**src/rtl/lut_divider_4b_seq.sv**
```systemverilog
`default_nettype none
// ============================================================================
//  Module      : lut_divider_4b_seq
//  Description : Sequential radix-16 divider. Divides an unsigned DIVIDEND_W
//                dividend by a 4-bit unsigned divisor. A registered table of
//                divisor multiples (d*0..d*15) is built once per operation,
//                then one quotient nibble is retired per clock, MSB first,
//                by comparing the partial value against the table.
//  Revision    : 1.0 - initial release
// ============================================================================
module lut_divider_4b_seq #(
    parameter int DIVIDEND_W = 32,
    parameter int DIGITS     = DIVIDEND_W / 4
) (
    input  logic                  clk_4b,
    input  logic                  resetn_4b,
    input  logic                  start_4b,
    input  logic [DIVIDEND_W-1:0] dividend_4b,
    input  logic [3:0]            divisor_4b,
    output logic                  busy_4b,
    output logic                  done_4b,
    output logic [DIVIDEND_W-1:0] quotient_4b,
    output logic [3:0]            remainder_4b,
    output logic                  div_zero_4b
);

    localparam int c_cnt_w = $clog2(DIGITS + 1);
    localparam logic [c_cnt_w-1:0] c_last_digit = c_cnt_w'(DIGITS - 1);
    localparam logic [c_cnt_w-1:0] c_cnt_one    = c_cnt_w'(1);

    localparam logic [1:0] c_st_idle = 2'd0;
    localparam logic [1:0] c_st_load = 2'd1;
    localparam logic [1:0] c_st_iter = 2'd2;
    localparam logic [1:0] c_st_done = 2'd3;

    logic [1:0]            r_state;
    logic [DIVIDEND_W-1:0] r_dvd;        // dividend, shifted left one nibble per digit
    logic [3:0]            r_divisor;
    logic [3:0]            r_rem;        // partial remainder
    logic [DIVIDEND_W-1:0] r_qsr;        // quotient shift register
    logic [c_cnt_w-1:0]    r_cnt;
    logic [7:0]            r_mult [16];  // d*k multiples table
    logic                  r_busy;
    logic                  r_done;
    logic [DIVIDEND_W-1:0] r_quotient;
    logic [3:0]            r_remainder;
    logic                  r_div_zero;

    logic [7:0]            w_d_ext;
    logic [7:0]            w_mult_next [16];
    logic [7:0]            w_v;
    logic [3:0]            w_q;
    logic [3:0]            w_rem_next;
    logic [DIVIDEND_W-1:0] w_qsr_next;

    assign w_d_ext = {4'b0000, r_divisor};

    // Each table entry is the shift-add sum of the divisor weighted by the bits of k.
    genvar gk;
    generate
        for (gk = 0; gk < 16; gk++) begin : g_mult
            localparam logic [3:0] c_k = 4'(gk);
            assign w_mult_next[gk] = (c_k[0] ? w_d_ext        : 8'd0)
                                   + (c_k[1] ? (w_d_ext << 1) : 8'd0)
                                   + (c_k[2] ? (w_d_ext << 2) : 8'd0)
                                   + (c_k[3] ? (w_d_ext << 3) : 8'd0);
        end
    endgenerate

    // Current partial value: previous remainder with the next dividend nibble appended.
    assign w_v = {r_rem, r_dvd[DIVIDEND_W-1 -: 4]};

    // Digit select: the table is monotonic for d != 0, so the last k with mult[k] <= v wins.
    always_comb begin
        w_q = 4'd0;
        for (int k = 1; k < 16; k++) begin
            if (r_mult[k] <= w_v) begin
                w_q = 4'(k);
            end
        end
    end

    // True difference is below 16, so the low nibbles alone give it exactly.
    assign w_rem_next = w_v[3:0] - r_mult[w_q][3:0];
    assign w_qsr_next = {r_qsr[DIVIDEND_W-5:0], w_q};

    // Control FSM, table, datapath and registered result outputs.
    always_ff @(posedge clk_4b or negedge resetn_4b) begin
        if (!resetn_4b) begin
            r_state     <= c_st_idle;
            r_dvd       <= '0;
            r_divisor   <= '0;
            r_rem       <= '0;
            r_qsr       <= '0;
            r_cnt       <= '0;
            r_busy      <= 1'b0;
            r_done      <= 1'b0;
            r_quotient  <= '0;
            r_remainder <= '0;
            r_div_zero  <= 1'b0;
            for (int k = 0; k < 16; k++) begin
                r_mult[k] <= '0;
            end
        end else begin
            case (r_state)
                c_st_idle, c_st_done: begin
                    r_done <= 1'b0;
                    if (start_4b) begin
                        r_dvd     <= dividend_4b;
                        r_divisor <= divisor_4b;
                        r_rem     <= '0;
                        r_qsr     <= '0;
                        r_busy    <= 1'b1;
                        r_state   <= c_st_load;
                    end else begin
                        r_state   <= c_st_idle;
                    end
                end
                c_st_load: begin
                    if (r_divisor != 4'd0) begin
                        for (int k = 0; k < 16; k++) begin
                            r_mult[k] <= w_mult_next[k];
                        end
                        r_cnt   <= '0;
                        r_state <= c_st_iter;
                    end else begin
                        // Division by zero: saturated quotient, low nibble as remainder.
                        r_quotient  <= '1;
                        r_remainder <= r_dvd[3:0];
                        r_div_zero  <= 1'b1;
                        r_busy      <= 1'b0;
                        r_done      <= 1'b1;
                        r_state     <= c_st_done;
                    end
                end
                c_st_iter: begin
                    r_rem <= w_rem_next;
                    r_qsr <= w_qsr_next;
                    r_dvd <= {r_dvd[DIVIDEND_W-5:0], 4'b0000};
                    r_cnt <= r_cnt + c_cnt_one;
                    if (r_cnt == c_last_digit) begin
                        r_quotient  <= w_qsr_next;
                        r_remainder <= w_rem_next;
                        r_div_zero  <= 1'b0;
                        r_busy      <= 1'b0;
                        r_done      <= 1'b1;
                        r_state     <= c_st_done;
                    end
                end
                default: begin
                    r_state <= c_st_idle;
                end
            endcase
        end
    end

    assign busy_4b      = r_busy;
    assign done_4b      = r_done;
    assign quotient_4b  = r_quotient;
    assign remainder_4b = r_remainder;
    assign div_zero_4b  = r_div_zero;

endmodule
`default_nettype wire

```
**config.mk**
```make
export PLATFORM = sky130hd
export DESIGN_NAME = lut_divider_4b_seq
export DESIGN_NICKNAME = d
export VERILOG_FILES = /design/src/rtl/lut_divider_4b_seq.sv
export SDC_FILE = /design/constraint.sdc
export NUM_CORES = 1
export LEC_CHECK = 0
export CORE_ASPECT_RATIO = 0.9
export CORE_UTILIZATION = 30
export DETAILED_ROUTE_END_ITERATION = 7
export GPL_TIMING_DRIVEN = 1
export PLACE_DENSITY_LB_ADDON = 0.08
export SYNTH_ARGS = -nofsm -noshare
export SYNTH_HDL_FRONTEND = slang
export SYNTH_SLANG_ARGS = --single-unit
```
**constraint.sdc**
```tcl
create_clock -name clk_4b -period 5.1 [get_ports clk_4b]
set_clock_uncertainty 0.15 [all_clocks]
set_input_delay 0.765 -clock clk_4b [delete_from_list [all_inputs] [get_ports clk_4b]]
set_output_delay 0.765 -clock clk_4b [all_outputs]
set_load 0.03 [all_outputs]
```
==> impl_metrics.ini, run 1 <==
[outcome]
status = finished clean

[worst_setup_path]
critPathCaptureType = flip-flop
cp_max_fo = 14
cpPeakStageDelay_ps = 450
worstPathRequired_ps = 5260
crit_chain = inv_1, ha_1, and3_1, and3_1, a211oi_2, nand3_2, a2111oi_4, o21ai_2, buf_4, or2_2, a31oi_1, o21ai_0, ha_1, a21o_1, xnor2_1, nor2_1, o21ai_0, nand3_1
cp_slowest_cell = dfrtp_1
cp.arrival_ps = 4700
reg2reg_depth = 18
startpoint_type = flip-flop
crit_type = flip-flop to flip-flop

[placement]
io_buffers = 77
place_hpwl_mm = 18.8
routabilityCongestion = 0.912
dp_worst_setup_slack_ps = 551

[logic_synthesis]
async_reset_ff_frac = 1.00
syn-num-nets = 1131
synthDistinctLibCells = 69
yosysMostFrequentCell = nand2_1
yosysTopAreaCell = dfrtp_1
synth_edf_count = 0
ys.flop_type = dfrtp_1
ys_seq_area_frac = 0.413
synthCells = 984
syn_avg_cell_area_sq_um = 9.36
synthesis.area_sq_um = 9210
yosys.area.top_type_share = 0.413
synth_warnings = 0
synthTopCellsByCount = nand2_1 (171), dfrtp_1 (152), ha_1 (101)
synth_seq_cells = 152
synthTopCellsByArea = dfrtp_1 (41%), ha_1 (14%), nand2_1 (7.0%)

[timing]
hold_violations = 0
slew_violations = 0
period_share = 0.891
finalSetupViolCount = 0
fin_ws_ps = 555
worstMarginPinSlew_ps = 986
setup_tns_ps = 0
maxSlewHeadroom = 0.343
fmax_mhz = 220
rsz0062_at_grt = no
fin_crit_ps = 4550

[clocking]
cts_hold_buf = 0
clk_pin_slew_worst_paths_ps = 60
insertion_delay_ps = 430
post_cts_buffers = 0
cts_resized = 0
htreeDepth = 4
numClockSinks = 152
cts_tree = built
cts_buffer_depth = 2
cts_buffers = 17
cts-root-buf = clkbuf_16

[global_routing]
grt_max_degree = 153
antenna_found_initial = 0
grt_util_all_layers = 0.170
grt_first_pass_wirelength_mm = 41.5
grt_pass1_vias = 7147
gr-total-overflow = 0

[floorplan]
start_util = 0.307
die_h_um = 168
rows = 60
core-area_sq_um = 30000
io_pins = 78
die_area_sq_um = 31400
dieWidth_um = 187

[final_layout]
antenna_cells = 0
area_growth_pct = 19.9
finalNetCount = 1198
layout-drive-gt1-share = 0.0716

[detailed_routing]
first_iter_violations = 410
vias = 7154
drt_first_pass_iters = 5
drc = 0
viasPerCell = 4.88
drt_wl_total_mm = 25.8
antenna_left = 0
wl_per_cell_um = 17.6

[job]
drv_cap = 0

[worst_hold_path]
hp-class = input port to async pin
path summary, 6_finish.rpt:
check | start | end | slack, ps
worst max-delay path | r_rem[3] | r_rem[3] | 550
worst min-delay path | resetn_4b | quotient_4b[2] | 240
worst max register to register | r_rem[3] | r_rem[3] | 550
worst min register to register | r_mult[55] | r_mult[55] | 320
max in group asynchronous | resetn_4b | r_mult[4] | 3760
min in group clk_4b | r_mult[55] | r_mult[55] | 320
critical path: cells and delay by family, from the launching register on:
kind | cells | cell delay [ps]
adders and majority gates | 2 | 650
buffers and inverters | 2 | 560
DFF | 1 | 450
and+or+nand+nor | 6 | 990
xor gates and xnor gates | 1 | 260
AOI/OAI and AO/OA | 7 | 1360
metal layers:
| layer | vias up | track usage | wire length (um) |
|---|---|---|---|
| li1 | 3610 | - | - |
| met1 | 3394 | 0.249 | 13600 |
| met2 | 126 | 0.248 | 10900 |
| met3 | 24 | 0.0371 | 942 |
| met4 | 0 | 0.0460 | 368 |
| met5 | - | 0 | 0 |
state kept, by name, summed over array words and instances (netlist names):
| name | count |
|---|---|
| busy_4b | 1 |
| quotient_4b | 32 |
| r_dvd | 32 |
| done_4b | 1 |
| r_state | 2 |
| remainder_4b | 4 |
| r_divisor | 4 |
| div_zero_4b | 1 |
| r_qsr | 28 |
| r_mult | 39 |
| r_rem | 4 |
| r_cnt | 4 |
cell type report:
class | instances | area (sq um)
clock inverter | 11 | 148
sequential | 152 | 3800
clock buffer | 19 | 453
fill | 3084 | 19000
inverter | 55 | 206
timing repair buffer | 91 | 890
multi-input combinational | 734 | 5040
tap | 403 | 504
layout by cell type (no fill, tap or decap), types with 9 or more instances in the layout:
cell and instances:
a21o_1 25, a21oi_1 44, a31oi_1 37, buf_4 13, clkbuf_16 17, clkdlybuf4s50_1 76
dfrtp_1 152, ha_1 100, inv_1 54, mux2i_1 33, nand2_1 171, nand3_1 21
nor2_1 52, nor2b_1 9, o21ai_0 100, xnor2_1 16
cell families (layout without fill, tap and decap cells):
| family | after synthesis | count (layout) | synth area share |
|---|---|---|---|
| AO/OA/AOI/OAI | 266 | 266 | 0.184 |
| XOR/XNOR | 18 | 18 | 0.0171 |
| adder cells (fa/ha/maj) | 108 | 108 | 0.152 |
| buffers and inverters | 98 | 176 | 0.0433 |
| flip-flops | 152 | 152 | 0.413 |
| multiplexers | 41 | 41 | 0.0455 |
| AND/OR/NAND/NOR | 301 | 301 | 0.144 |
stage by stage:
step / hold WS (ps) / instance area [sq um] / util / cells
after global placement: 311 / 10400 / 0.348 / 1435
after floorplan: 293 / 9210 / - / 984
after CTS: 334 / 11000 / 0.368 / 1465
after detailed placement: 318 / 10400 / 0.348 / 1435
final: 241 / 11000 / 0.368 / 1465
after global routing: 353 / 11000 / 0.368 / 1465
Power of run 1 is not shown: default switching activity piles up to over one toggle a cycle in this logic, so the estimate is an artifact.
==> run 2, diff against run 1 <==
- MAX_ROUTING_LAYER: unset -> met4
- REMOVE_ABC_BUFFERS: unset -> 1
==> impl_metrics.ini, run 2 (same netlist as run 1, synthesis figures left out) <==
[clocking]
cts_hold_buf = 0
cts_tree = built
numClockSinks = 152
cts_buffer_depth = 2
clk_pin_slew_worst_paths_ps = 60
htreeDepth = 4
cts-root-buf = clkbuf_16
cts_buffers = 17
cts_resized = 0
post_cts_buffers = 0
insertion_delay_ps = 430

[final_layout]
final_common_cell = nand2_1
layout-drive-gt1-share = 0.0748
largest_register_ffs = 39
regMostFlops = r_mult
area_growth_pct = 19.6
antenna_cells = 0
fin_area_sq_um = 11000
fillCellCount = 3094
finalNetCount = 1204
final_cell_mix = nand2_1 (171), dfrtp_1 (152), o21ai_0 (100), ha_1 (100), clkdlybuf4s50_1 (76)

[global_routing]
grt_pass1_vias = 7248
grt_util_all_layers = 0.176
grt_first_pass_wirelength_mm = 41.7
antenna_found_initial = 0
gr-total-overflow = 0
grt_max_degree = 88

[timing]
hold_ws_ps = 245
setup_tns_ps = 0
period_share = 0.875
maxSlewHeadroom = 0.410
hold_violations = 0
fin_crit_ps = 4460
worstMarginPinSlew_ps = 886
fmax_mhz = 224
rsz0062_at_grt = no
finalSetupViolCount = 0
slew_violations = 0

[worst_setup_path]
critPathCaptureType = flip-flop
crit_type = flip-flop to flip-flop
startpoint_type = flip-flop
r2r-start = r_rem[2]
cp-endpoint = r_rem[3]
r2r_slack_ps = 640
reg2reg_depth = 18
cp.arrival_ps = 4620
timing.rr.end = r_rem[3]
worstPathRequired_ps = 5260
cp_max_fo = 11
cp-startpoint = r_rem[2]

[placement]
place_hpwl_mm = 18.3
io_buffers = 77
postPlaceCellArea_sq_um = 10500
routabilityCongestion = 0.908

[job]
drv_cap = 0

[detailed_routing]
drt_first_pass_iters = 5
vias = 7156
wl_per_cell_um = 17.2
antenna_left = 0
viasPerCell = 4.86
drc = 0
drt_wl_total_mm = 25.3
first_iter_violations = 491

[outcome]
status = finished clean

[floorplan]
core-area_sq_um = 30000
rows = 60
dieWidth_um = 187
die_area_sq_um = 31400
start_util = 0.307
die_h_um = 168
io_pins = 78

[worst_hold_path]
hp-class = input port to async pin
==> run 2: cell count changes in the layout (fill, tap and decap cells not counted) <==
cell / before / now
clkinv_2: 2 / 3
bufinv_16: 3 / 1
buf_4: 13 / 20
clkinv_4: 1 / 2
buf_12: 1 / 0
clkbuf_1: 0 / 3
clkbuf_8: 2 / 0
==> run 2: cell type report <==
cell class	count	area, sq um	area share
clock inverter	11	101	0.00920
sequential	152	3800	0.345
clock buffer	20	437	0.0396
tap	403	504	0.0458
timing repair buffer	97	922	0.0837
multi-input combinational	734	5040	0.458
inverter	55	206	0.0187
==> run 2: critical path: stages, from the launching register on <==
cell and delay, ps:
dfrtp_1 400, inv_1 460, ha_1 350, and3_1 180, and3_1 150, a211oi_2 240, nand3_2 170, a2111oi_4 430
o21ai_2 130, buf_4 210, mux2i_1 120, o221ai_1 180, o21ai_0 120, ha_1 330, a21o_1 170, xnor2_1 280
nor2_1 80, o21ai_0 80, nand3_1 90
==> run 2: metrics by stage <==
stage                util  std cells  worst slack (ps)
global route        0.367       1472               226
CTS                 0.367       1472               671
detailed placement  0.349       1441               713
floorplan               -        941              -642
finish              0.367       1472               638
global placement    0.349       1441               733
==> run 2: worst min path at each step <==
stage / from / to
finish: resetn_4b / quotient_4b[11]
global route: resetn_4b / quotient_4b[11]
CTS: resetn_4b / quotient_4b[11]
detailed placement: r_qsr[24] / r_qsr[24]
global placement: r_qsr[20] / r_qsr[20]
floorplan: r_mult[55] / r_mult[55]
==> run 2: per-layer routing <==
layer / vias up / part of all wire / track usage
li1: 3621 / - / -
met1: 3397 / 0.52 / 0.249
met2: 119 / 0.43 / 0.259
met3: 19 / 0.031 / 0.0265
met4: 0 / 0.014 / 0.0517
met5: - / 0 / -
Power of run 2 is left out for the same reason.
==> run 3, diff against run 2 <==
- CORE_UTILIZATION: 30 -> 40
- TNS_END_PERCENT: unset -> 5
==> impl_metrics.ini, run 3 (same netlist as run 1, synthesis figures left out) <==
[clocking]
cts_tree = built
insertion_delay_ps = 440
cts_buffer_depth = 2
cts-root-buf = clkbuf_16
htreeDepth = 4
cts_resized = 0
cts_hold_buf = 0
numClockSinks = 152
clk_pin_slew_worst_paths_ps = 70
post_cts_buffers = 0
cts_buffers = 17

[floorplan]
rows = 52
die_h_um = 146
core-area_sq_um = 22500
dieWidth_um = 162
start_util = 0.409
die_area_sq_um = 23600
io_pins = 78

[global_routing]
grt_max_degree = 92
use_met2 = 0.321
grt_first_pass_wirelength_mm = 39.6
grt_pass1_vias = 7089
met3_usage = 0.0308
grt_util_all_layers = 0.223
antenna_found_initial = 0
gr-total-overflow = 0
globalRouteMet1Util = 0.327
grt.busiest_layer = met1

[timing]
slew_violations = 0
period_share = 0.900
hold_ws_ps = 237
maxSlewHeadroom = 0.337
fin_crit_ps = 4590
fin_ws_ps = 509
worstMarginPinSlew_ps = 993
finalSetupViolCount = 0
fmax_mhz = 218
rsz0062_at_grt = no
hold_violations = 0

[worst_setup_path]
startpoint_type = flip-flop
crit_type = flip-flop to flip-flop
cp_max_fo = 11
cp.arrival_ps = 4750
r2r_slack_ps = 510
critPathCaptureType = flip-flop
cp-endpoint = r_rem[3]
cp-startpoint = r_dvd[29]
r2r-start = r_dvd[29]
timing.rr.end = r_rem[3]
worstPathRequired_ps = 5260
reg2reg_depth = 18

[detailed_routing]
wl_per_cell_um = 17.5
drt_first_pass_iters = 6
antenna_left = 0
drc = 0
viasPerCell = 5.28
vias = 7210
first_iter_violations = 470
drt_wl_total_mm = 23.9

[final_layout]
largest_register_ffs = 39
regMostFlops = r_mult
finalNetCount = 1202
final_common_cell = nand2_1
antenna_cells = 0
fin_util = 0.485
layout-drive-gt1-share = 0.0768
fillCellCount = 2223
final_cell_mix = nand2_1 (171), dfrtp_1 (152), o21ai_0 (100), ha_1 (100), clkdlybuf4s50_1 (76)
area_growth_pct = 18.6

[placement]
routabilityCongestion = 0.949
place_hpwl_mm = 17.3
dp_worst_setup_slack_ps = 613
io_buffers = 77

[job]
drv_cap = 0

[worst_hold_path]
hp-class = input port to async pin

[outcome]
status = finished clean
run 3: area by class of cell:
cell class              count  area, sq um  share of cell area
clock buffers              18          439              0.0402
clock inverters            14          159              0.0145
inverters                  55          206              0.0189
multi-input cells         734         5040               0.461
flip-flops and latches    152         3800               0.348
well taps                 297          372              0.0340
repair buffers             95          907              0.0830
run 3: worst min-delay path by stage:
| stage | from | depth (start not counted) | endpoint |
|---|---|---|---|
| final | resetn_4b | 1 | quotient_4b[11] |
| after CTS | resetn_4b | 1 | quotient_4b[15] |
| after detailed placement | r_mult[55] | 2 | r_mult[55] |
| after global routing | resetn_4b | 1 | quotient_4b[11] |
| after global placement | r_qsr[3] | 2 | r_qsr[3] |
| after floorplan | r_mult[55] | 2 | r_mult[55] |
run 3: critical path, stage by stage, from the launching register on:
cell and delay (ps):
dfrtp_1 530, inv_1 200, ha_1 370, and2b_1 200
o211ai_1 110, a211oi_2 380, a31oi_1 200, a2111oi_4 450
o21ai_2 140, buf_4 210, mux2i_1 120, o221ai_1 180
o21ai_0 130, ha_1 340, a21o_1 180, xnor2_1 280
nor2_1 90, o21ai_0 110, nand3_1 90
run 3: layer usage:
| layer | part of all wire | vias to the layer above |
|---|---|---|
| met5 | 0 | - |
| met2 | 0.43 | 143 |
| met3 | 0.032 | 21 |
| met4 | 0.013 | 0 |
| met1 | 0.52 | 3420 |
| li1 | - | 3626 |
run 3: per-stage QoR:
| step | area [sq um] | cells | setup TNS, ps |
|---|---|---|---|
| floorplan | 9020 | 941 | -31400 |
| global placement | 10300 | 1333 | 0 |
| detailed placement | 10300 | 1333 | 0 |
| CTS | 10900 | 1365 | 0 |
| global route | 10900 | 1365 | 0 |
| finish | 10900 | 1365 | 0 |
Power of run 3 is left out for the same reason.
